===== src/rtl/ra_stack.sv =====
// Return-address stack: fixed-depth circular LIFO feeding predicted return targets.
// Pushes past DEPTH overwrite the oldest entry; pops on empty raise a one-cycle flag.
module ra_stack #(
   parameter int N     = 32,
   parameter int DEPTH = 8
) (
   input  logic                       clk,
   input  logic                       reset,
   input  logic                       flush,
   input  logic                       push,
   input  logic                       pop,
   input  logic [N-1:0]               push_data,
   output logic [N-1:0]               top,
   output logic                       valid,
   output logic [$clog2(DEPTH):0]     count,
   output logic                       overflow,
   output logic                       underflow
);

   localparam int AW = $clog2(DEPTH);
   localparam int CW = AW + 1;
   localparam logic [CW-1:0] FULL = CW'(DEPTH);

   logic [N-1:0]  r_mem [DEPTH];
   logic [AW-1:0] r_tos;
   logic [CW-1:0] r_count;
   logic          r_ovf;
   logic          r_unf;

   logic          w_empty;
   logic          w_full;
   logic          w_we;
   logic [AW-1:0] w_waddr;
   logic [AW-1:0] w_tos_inc;
   logic [AW-1:0] w_tos_dec;
   logic [AW-1:0] w_tos_nxt;
   logic [CW-1:0] w_cnt_nxt;
   logic          w_ovf_nxt;
   logic          w_unf_nxt;

   assign w_empty   = (r_count == '0);
   assign w_full    = (r_count == FULL);
   assign w_tos_inc = r_tos + AW'(1);
   assign w_tos_dec = r_tos - AW'(1);

   always_comb begin
      w_we      = 1'b0;
      w_waddr   = r_tos;
      w_tos_nxt = r_tos;
      w_cnt_nxt = r_count;
      w_ovf_nxt = 1'b0;
      w_unf_nxt = 1'b0;
      if (flush) begin
         // Contents are kept; only the pointer and occupancy are dropped.
         w_tos_nxt = '0;
         w_cnt_nxt = '0;
      end else if (push && pop && !w_empty) begin
         w_we    = 1'b1;
         w_waddr = r_tos;
      end else if (push) begin
         // Also covers push+pop on empty, which behaves as a plain push.
         w_we      = 1'b1;
         w_waddr   = w_tos_inc;
         w_tos_nxt = w_tos_inc;
         if (w_full) w_ovf_nxt = 1'b1;
         else        w_cnt_nxt = r_count + CW'(1);
      end else if (pop) begin
         if (w_empty) begin
            w_unf_nxt = 1'b1;
         end else begin
            w_tos_nxt = w_tos_dec;
            w_cnt_nxt = r_count - CW'(1);
         end
      end
   end

   always_ff @(posedge clk or negedge reset) begin
      if (!reset) begin
         for (int i = 0; i < DEPTH; i++) r_mem[i] <= '0;
         r_tos   <= '0;
         r_count <= '0;
         r_ovf   <= 1'b0;
         r_unf   <= 1'b0;
      end else begin
         if (w_we) r_mem[w_waddr] <= push_data;
         r_tos   <= w_tos_nxt;
         r_count <= w_cnt_nxt;
         r_ovf   <= w_ovf_nxt;
         r_unf   <= w_unf_nxt;
      end
   end

   assign top       = w_empty ? '0 : r_mem[r_tos];
   assign valid     = !w_empty;
   assign count     = r_count;
   assign overflow  = r_ovf;
   assign underflow = r_unf;

endmodule

===== config.mk =====
export PLATFORM = sky130hd
export DESIGN_NAME = ra_stack
export DESIGN_NICKNAME = d
export VERILOG_FILES = /design/src/rtl/ra_stack.sv
export SDC_FILE = /design/constraint.sdc
export NUM_CORES = 1
export LEC_CHECK = 0
export BUFFER_PORTS_ARGS = -buffer_cell sky130_fd_sc_hd__buf_2
export CAP_MARGIN = 10
export CORE_ASPECT_RATIO = 1.4
export CORE_UTILIZATION = 35
export CTS_CLUSTER_DIAMETER = 60
export DETAILED_ROUTE_END_ITERATION = 12
export MAX_ROUTING_LAYER = met4
export PLACE_DENSITY = 0.52
export SYNTH_ARGS = -nofsm -noshare
export SYNTH_HDL_FRONTEND = slang
export SYNTH_SLANG_ARGS = --single-unit

===== constraint.sdc =====
create_clock -name clk -period 5.21 [get_ports clk]
set_clock_uncertainty 0.2 [all_clocks]
set_input_delay 0.521 -clock clk [delete_from_list [all_inputs] [get_ports clk]]
set_output_delay 0.521 -clock clk [all_outputs]
set_load 0.05 [all_outputs]

==> impl_metrics.tcl <==
set metrics [dict create \
    status "completed" \
    place_ws_ns 1.667 \
    dieArea_um2 36630 \
    syn_area_um2 12550 \
    synth_nets 829 \
    ys_ff_latch 265 \
    ctsLongestPathBuffers 3 \
    worst_slew_pin_slew_ns 0.9544 \
    p_int_mw 6.204 \
    grt_max_degree 119 \
    period_minus_slack_ns 3.716 \
    postSynth.asyncResetShare_pct 100.0 \
    switching_share_pct 37.64 \
    leakagePower_nw 6.413 \
    r2r_end "r_mem[69]" \
    hold_buffers 1 \
    fin_cells 1346 \
    period_share_pct 71.32 \
    final_cell_mix "dfrtp_1 (262), mux2_2 (192), buf_2 (74)" \
    dp_cells 1288 \
    worst-path-max-fanout 25 \
    p_per_area_nw_per_um2 691.9 \
    die_y_um 226.1 \
    rsz0062_at_grt "no" \
    drc_errors 0 \
    nets 907 \
    p_clk_share_pct 20.8 \
    utilization_pct 40.88 \
    hp-start "flush" \
    slew_headroom_pct 36.38 \
    syn_avg_cell_area_um2 15.95 \
    synthFlopType "dfrtp_1" \
    p_comb_share_pct 43.3 \
    drv_cap 0 \
    netlist_instances 787 \
    postLayoutCellArea_um2 14380 \
    area_growth_pct 14.54 \
    postRouteAntennaNets 0 \
    cts_setup_buffers 0 \
    routed_wl_mm 28.13 \
    first_pass_iters 4 \
    grtUsageTotal_pct 16.75 \
    critPathRequiredTime_ns 4.49 \
    cts_max_level 1 \
    drive_above_1_share_pct 52.31 \
    final.setup.tns_ns 0 \
    reg2reg_depth 6 \
    grt_pass1_wl_mm 45.96 \
    initial_core_util_pct 35.69 \
    path_clk_slew_ns 0.06 \
    io_buffers 75 \
    critPathKind "register to output port" \
    p_switching_mw 3.744 \
    fmax_ghz 0.2691 \
    yosys_warnings 0 \
    worst_slack_ns 1.494 \
    min_path_type "input pin to register" \
    min_path_cells 2 \
    routed_via_density 5.184 \
    ys_types 48 \
    cts_buffers 30 \
    worstHoldEndpoint "r_tos[2]" \
    post-dp-hpwl_mm 17.50 \
    final_common_cell "dfrtp_1" \
    p_seq_share_pct 35.9 \
    io_pins 76 \
    dpl_cell_area_um2 13390 \
    critPathLaunchType "register" \
    drv_slew 0 \
    route.vias.total 6978 \
    wl_per_cell_um 20.90 \
    overflow 0 \
    coreArea_um2 35170 \
    r2r_start "r_tos[0]" \
    setup_viol 0 \
    hold_viol 0 \
    cts_root_buf "clkbuf_16" \
    ir_drop_uv 460.9 \
    rows 81 \
    cts_sinks 265 \
    cts_resized 0 \
    fp.dieW_um 162.1 \
    synth_edf_count 0 \
    grt_antenna_before_repair 1 \
    clk_latency_ns 0.55 \
    grt_pass1_vias 7734 \
    yosysSeqAreaShare_pct 52.83 \
    endpoint_kind "output port" \
    reg2reg_slack_ns 1.72 \
    place.gp.congestion 0.7399 \
    cp.arrival_ns 2.99 \
    cts_tree "built" \
    drt_iter0_drc 248 \
]
metrics by stage:
stage / total power [mW] / hold slack [ns]
after floorplan: 6.933 / 0.02541
final: 9.948 / 0.06549
after CTS: 10.14 / 0.05105
after global routing: 10.58 / 0.06502
after global placement: 7.949 / 0.2645
after detailed placement: 8.006 / 0.2701
power groups by stage:
stage,Clock [mW],Sequential [mW],Combinational (mW)
2_1_floorplan,0,3.39,3.54
3_3_place_gp,0,3.60,4.35
3_5_place_dp,0,3.62,4.39
4_1_cts,2.15,3.58,4.40
5_1_grt,2.22,3.71,4.64
6_report,2.07,3.57,4.30
cells by family (layout without fill, tap and decap cells):
family	Yosys count	in the layout	synth area share, %
buf+inv	58	160	2.931
flops	265	265	52.83
mux	353	353	38.28
xor+xnor	4	4	0.2792
compound gates	35	35	2.502
simple gates	67	67	2.622
fa+ha+maj	5	5	0.5582
other cells	0	1	0
metal layers:
layer	global-route usage [%]	routed length [um]
met5	-	0
met1	21.17	12230
met3	2.167	950
met2	28.15	14430
met4	4.656	524
final cells by class:
class / count / area, um2
fill: 3222 / 20790
sequential: 265 / 6640
multi-input combinational: 464 / 5568
clock buffer: 39 / 845.8
timing repair buffer: 97 / 590.6
tap: 456 / 570.5
clock inverter: 17 / 133.9
inverter: 7 / 26.28
antenna: 1 / 2.502
flip-flops by register name, indices dropped and copies added, names as in the netlist:
signal and cells:
overflow 1, count 4, r_tos 3, r_mem 256
underflow 1
synth_stat cells (all sizes together), types with 4 or more instances:
master  instances  area (um2)
a21oi          14       115.1
buf            39       296.5
nand2           4       15.01
nor3            6       30.03
clkbuf         12       45.04
mux4           64        1441
mux2          256        3033
dfrtp         265        6631
ha              4       50.05
mux2i          33       330.3
inv             7       26.27
nor2           43       168.9
o21ai           6       37.53
worst max-delay path: stages (launching register included):
cell and delay (ns):
dfrtp_4 0.70, buf_4 0.55, mux4_2 0.59, mux2i_1 0.27
nor2_1 0.10, buf_2 0.23
worst max-delay path by stage:
stage | from | end | slack [ns] | cells past startpoint
after CTS | r_tos[0] | top[22] | 1.32 | 5
after global routing | r_tos[0] | top[22] | 1.25 | 5
after global placement | r_tos[0] | r_mem[69] | 1.68 | 6
after detailed placement | r_tos[0] | r_mem[66] | 1.67 | 6
after floorplan | count[0] | r_mem[85] | 2.36 | 7
final | r_tos[0] | top[22] | 1.49 | 5
Power figures use the tool's default switching activity.
